$ cat src/rtl/geri_yaz_hakemi.sv
// Register-file write-port arbiter for pipeline, load-return and divider/FP results.
// A starvation counter lifts a long-waiting load or divider result above the pipeline.
module geri_yaz_hakemi #(
    parameter int VERI_BIT     = 32,
    parameter int BEKLEME_ESIK = 4
) (
    input  logic                clk_i,
    input  logic                rst_i,
    input  logic                yurut_gecerli_i,
    input  logic [4:0]          yurut_adres_i,
    input  logic [VERI_BIT-1:0] yurut_veri_i,
    input  logic                yurut_fp_i,
    output logic                yurut_hazir_o,
    input  logic                bel_gecerli_i,
    input  logic [4:0]          bel_adres_i,
    input  logic [VERI_BIT-1:0] bel_veri_i,
    input  logic                bel_fp_i,
    output logic                bel_hazir_o,
    input  logic                bol_gecerli_i,
    input  logic [4:0]          bol_adres_i,
    input  logic [VERI_BIT-1:0] bol_veri_i,
    input  logic                bol_fp_i,
    output logic                bol_hazir_o,
    input  logic                bh_bosalt_i,
    output logic                yazmac_yaz_o,
    output logic                os_yaz_o,
    output logic [4:0]          yazmac_adres_o,
    output logic [VERI_BIT-1:0] yazmac_yaz_veri_o
);

    localparam int SW = $clog2(BEKLEME_ESIK + 1);
    localparam logic [SW-1:0] ESIK = SW'(BEKLEME_ESIK);

    logic [SW-1:0]       bel_sayac_q, bel_sayac_d;
    logic [SW-1:0]       bol_sayac_q, bol_sayac_d;
    logic                yaz_q, yaz_d;
    logic                os_q, os_d;
    logic [4:0]          adres_q, adres_d;
    logic [VERI_BIT-1:0] veri_q, veri_d;

    logic yurut_ister, bel_ac, bol_ac;
    logic g_yurut, g_bel, g_bol;
    logic sec_fp;
    logic [4:0] sec_adres;
    logic [VERI_BIT-1:0] sec_veri;

    always_comb begin
        yurut_ister = yurut_gecerli_i & ~bh_bosalt_i;
        bel_ac      = bel_gecerli_i & (bel_sayac_q == ESIK);
        bol_ac      = bol_gecerli_i & (bol_sayac_q == ESIK);
        g_yurut     = 1'b0;
        g_bel       = 1'b0;
        g_bol       = 1'b0;
        priority case (1'b1)
            bel_ac:        g_bel   = 1'b1;
            bol_ac:        g_bol   = 1'b1;
            yurut_ister:   g_yurut = 1'b1;
            bel_gecerli_i: g_bel   = 1'b1;
            bol_gecerli_i: g_bol   = 1'b1;
            default: ;
        endcase
    end

    // A flushed pipeline result is swallowed without taking the write port.
    assign yurut_hazir_o = bh_bosalt_i ? yurut_gecerli_i : g_yurut;
    assign bel_hazir_o   = g_bel;
    assign bol_hazir_o   = g_bol;

    function automatic logic [SW-1:0] sayac_sonraki(
        input logic [SW-1:0] q,
        input logic          gecerli,
        input logic          verildi
    );
        if (!gecerli || verildi)
            return '0;
        if (q == ESIK)
            return q;
        return q + SW'(1);
    endfunction

    always_comb begin
        bel_sayac_d = sayac_sonraki(bel_sayac_q, bel_gecerli_i, g_bel);
        bol_sayac_d = sayac_sonraki(bol_sayac_q, bol_gecerli_i, g_bol);
    end

    always_comb begin
        sec_fp    = yurut_fp_i;
        sec_adres = yurut_adres_i;
        sec_veri  = yurut_veri_i;
        if (g_bel) begin
            sec_fp    = bel_fp_i;
            sec_adres = bel_adres_i;
            sec_veri  = bel_veri_i;
        end else if (g_bol) begin
            sec_fp    = bol_fp_i;
            sec_adres = bol_adres_i;
            sec_veri  = bol_veri_i;
        end
    end

    always_comb begin
        yaz_d   = 1'b0;
        os_d    = 1'b0;
        adres_d = adres_q;
        veri_d  = veri_q;
        if (g_yurut | g_bel | g_bol) begin
            yaz_d   = ~sec_fp & (sec_adres != 5'd0);
            os_d    = sec_fp;
            adres_d = sec_adres;
            veri_d  = sec_veri;
        end
    end

    always_ff @(posedge clk_i or posedge rst_i) begin
        if (rst_i) begin
            bel_sayac_q <= '0;
            bol_sayac_q <= '0;
            yaz_q       <= 1'b0;
            os_q        <= 1'b0;
            adres_q     <= '0;
            veri_q      <= '0;
        end else begin
            bel_sayac_q <= bel_sayac_d;
            bol_sayac_q <= bol_sayac_d;
            yaz_q       <= yaz_d;
            os_q        <= os_d;
            adres_q     <= adres_d;
            veri_q      <= veri_d;
        end
    end

    assign yazmac_yaz_o      = yaz_q;
    assign os_yaz_o          = os_q;
    assign yazmac_adres_o    = adres_q;
    assign yazmac_yaz_veri_o = veri_q;

endmodule

$ cat config.mk
export PLATFORM = sky130hd
export DESIGN_NAME = geri_yaz_hakemi
export DESIGN_NICKNAME = d
export VERILOG_FILES = /design/src/rtl/geri_yaz_hakemi.sv
export SDC_FILE = /design/constraint.sdc
export NUM_CORES = 1
export LEC_CHECK = 0
export ABC_AREA = 1
export ABC_CLOCK_PERIOD_IN_PS = 1650
export BUFFER_PORTS_ARGS = -buffer_cell sky130_fd_sc_hd__buf_2
export CAP_MARGIN = 25
export CORE_MARGIN = 4
export CORE_UTILIZATION = 41
export CTS_BUF_LIST = sky130_fd_sc_hd__clkbuf_2 sky130_fd_sc_hd__clkbuf_4 sky130_fd_sc_hd__clkbuf_8
export CTS_CLUSTER_SIZE = 14
export DETAILED_ROUTE_END_ITERATION = 10
export PLACE_DENSITY = 0.85
export SYNTH_ARGS = -nofsm -noshare
export SYNTH_HDL_FRONTEND = slang
export SYNTH_SLANG_ARGS = --single-unit
$ cat constraint.sdc
create_clock -name clk_i -period 1.65 [get_ports clk_i]
set_input_delay 0.495 -clock clk_i [delete_from_list [all_inputs] [get_ports clk_i]]
set_output_delay 0.495 -clock clk_i [all_outputs]
set_load 0.1 [all_outputs]
==> impl_metrics.toml <==
[worst_setup_path]
r2r_cells = 15
rr_endpoint = "yazmac_yaz_o"
required_ns = 1.15
max_stage_delay_ns = 0.41
crit_path_end_kind = "output pin"
crit_path_max_fanout = 3
r2r-start = "bol_sayac_q[0]"
crit_family = "flip-flops"
cpMostUsedCell = "nand2_4"
startpoint_type = "register"
cpMaxStageDelayCell = "dfrtp_1"
worstPathArrival_ns = 1.57
critPathBufInv = 4
crit_path_cell_trace = "inv_2 > ha_4 > nand2_4 > inv_4 > nand2_4 > nand2_4 > nand2_8 > inv_6 > buf_12"
reg2reg_slack_ns = -0.37
crit_type = "reg -> out"

[yosys]
synth_top_area_cell = "dfrtp_1"
synth_nets = 487
yosys_most_used_dff = "dfrtp_1"
avgSynthCellArea_um2 = 7.521
syn_inst = 363
ys_seq_area_share_pct = 41.25
synth_cell_types = 26
yosysTopAreaCellShare_pct = 41.25
ys_warn_count = 0
netlist_area_um2 = 2730
ys_top_cells_by_count = "120 x nand2_1, 51 x nor2_1, 45 x dfrtp_1, 34 x o21ai_1, 32 x o2bb2ai_1"
yosys-top-cells-area = "dfrtp_1 41%, nand2_1 16%, o2bb2ai_1 10%, nor2_1 7.0%, o21ai_1 6.2%"
ys_seq_elements = 45
async_flop_share_pct = 100.0
yosysMostFrequentCell = "nand2_1"
synth-edff-count = 0

[floorplanning]
die_w_um = 89.60
ios = 162
num_rows = 29
core_area_um2 = 6422
start_util_pct = 42.51
dieArea_um2 = 8028
die_h_um = 89.60

[timing]
fmax_ghz = 0.4850
relSlewSlack_pct = 66.32
setup_tns_ns = -11.54
fin_crit_ns = 2.062
hold_viol = 0
fin_crit_sh_pct = 125.0
skew_ns = 0.01496
rsz0062_at_grt = "yes"
worst_slack_ns = -0.4117
tightest_slew_ns = 0.5087
slew_violations = 0
finalSetupViolations = 49

[power_and_ir_drop]
netSwitchingPower_uw = 2722
leakage_uw = 0.002681
intPower_uw = 2447
comb_power_share_pct = 59.0
power-per-cell-area_nw_per_um2 = 965.3
sw_frac_of_total_pct = 52.66
ir_drop_mv = 0.6075
seqPwrFrac_pct = 27.2
clkPwrFrac_pct = 13.8

[clock_network]
cts_buffers = 5
tritoncts = "done"
cts_root_buf = "clkbuf_8"
htree_levels = 2
cts_buffer_depth = 2
cts_hold_buf = 0
clock_latency_ns = 0.31
clk_pin_slew_ns = 0.10
cts.sink_count = 45

[global_routing]
grt-ovfl-total = 0
grt_pass1_wl_um = 16390
grt_pass1_vias = 3436
grt_util_all_layers_pct = 26.79
grt_max_degree = 46
antenna_found_initial = 0

[placement]
dpl-instance-area_um2 = 3894
numPortBuffers = 161
dp_cells = 615
globalplace.congestion = 0.8230
dp_hpwl_um = 7118

[layout]
antenna_cells = 0
nets = 703
area_delta_synth_final_pct = 96.15
fin_area_um2 = 5355
fin_cells = 657
drive_above_1_share_pct = 66.55

[drt]
vias = 3663
drt-vias-per-instance = 5.575
route.detailed.drc = 0
drt_wl_total_um = 13640
drtIter0Drc = 196
avgRoutedWirePerCell_um = 20.76
first_pass_iters = 4
final_antenna_net_count = 0

[status]
violations = "setup timing"
outcome = "complete, but fails checks"

[hold_path]
hp-class = "in -> async"

[flow_run]
cap_violations = 0
-- worst max-delay path by stage --
| stage | startpoint | depth (start not counted) | to | slack, ns |
|---|---|---|---|---|
| after CTS | bol_sayac_q[0] | 8 | yurut_hazir_o | -0.35 |
| after floorplan | bol_sayac_q[1] | 7 | yurut_hazir_o | -0.26 |
| final | bol_sayac_q[0] | 9 | bol_hazir_o | -0.41 |
| after global placement | bol_sayac_q[1] | 12 | yazmac_yaz_o | -0.18 |
| after detailed placement | bol_sayac_q[1] | 12 | yazmac_yaz_o | -0.24 |
| after global routing | bol_sayac_q[0] | 9 | bol_hazir_o | -0.47 |
-- worst min-delay path, cell delays in order --
cell and delay [ns]:
buf_2 0.10, inv_2 0.06, buf_12 0.24
-- layout make-up --
cell class	instances	area (um2)
inverter	25	113.9
sequential	45	1126
tap	77	96.34
timing repair buffer	229	1803
fill	362	1067
clock inverter	3	17.52
clock buffer	5	68.82
multi-input combinational	273	2130
-- metrics by stage --
| stage | hold WS, ns | worst slack (ns) | util, % | power (uW) |
|---|---|---|---|---|
| floorplan | 0.4305 | -0.2578 | - | 3185 |
| global placement | 0.4574 | -0.1759 | 60.63 | 3729 |
| detailed placement | 0.4597 | -0.2370 | 60.63 | 3773 |
| CTS | 0.2278 | -0.3509 | 74.09 | 4802 |
| global route | 0.2251 | -0.4712 | 83.38 | 5325 |
| finish | 0.2079 | -0.4117 | 83.38 | 5170 |
-- cell families (layout without fill, tap and decap cells) --
family	after synthesis	count (layout)	share of synthesized area (%)
AND/OR/NAND/NOR	189	189	29.19
AO/OA/AOI/OAI	79	79	19.20
flip-flops	45	45	41.25
buffers and inverters	45	262	8.204
adder cells (fa/ha/maj)	4	4	1.833
XOR/XNOR	1	1	0.3209
-- repair_timing --
| action | in CTS | in global routing |
|---|---|---|
| setup endpoints to repair | 47 | 48 |
| setup buffers | 19 | 15 |
| pin swaps | 20 | 54 |
| gates resized for setup | 120 | 140 |
| cloned | 8 | 2 |
-- layer usage --
metal / global-route usage, % / wire length, um / vias to the layer above
met4: 10.83 / 759 / 0
met1: 31.52 / 4745 / 1744
met5: 0 / 0 / -
met2: 47.07 / 7137 / 246
li1: - / - / 1620
met3: 5.931 / 995 / 53
-- power groups by stage --
stage	Clock (uW)	Combinational, uW	Sequential [uW]
global route	754	3150	1420
detailed placement	0	2380	1390
finish	716	3050	1410
CTS	697	2730	1380
floorplan	0	551	2630
global placement	0	2340	1390
-- registers in the layout (all words and copies together) (netlist names) --
| register | flops |
|---|---|
| bol_sayac_q | 3 |
| yazmac_yaz_o | 1 |
| yazmac_yaz_veri_o | 32 |
| bel_sayac_q | 3 |
| os_yaz_o | 1 |
| yazmac_adres_o | 5 |
-- cells in the final DEF, fill, tap and decap left out, drive strengths merged --
cell	synthesis	layout
buf	20	222
nand2	126	126
nor2	54	54
dfrtp	45	45
o21ai	40	40
o2bb2ai	32	32
inv	25	25
clkbuf	0	12
nand3	7	7
ha	4	4
a21oi	3	3
clkinv	0	2
or2	2	2
xor2	1	1
o21a	1	1
a211oi	1	1
a31oi	1	1
a21boi	1	1
clkinvlp	0	1
No activity file was read; power rests on OpenSTA's default activity.
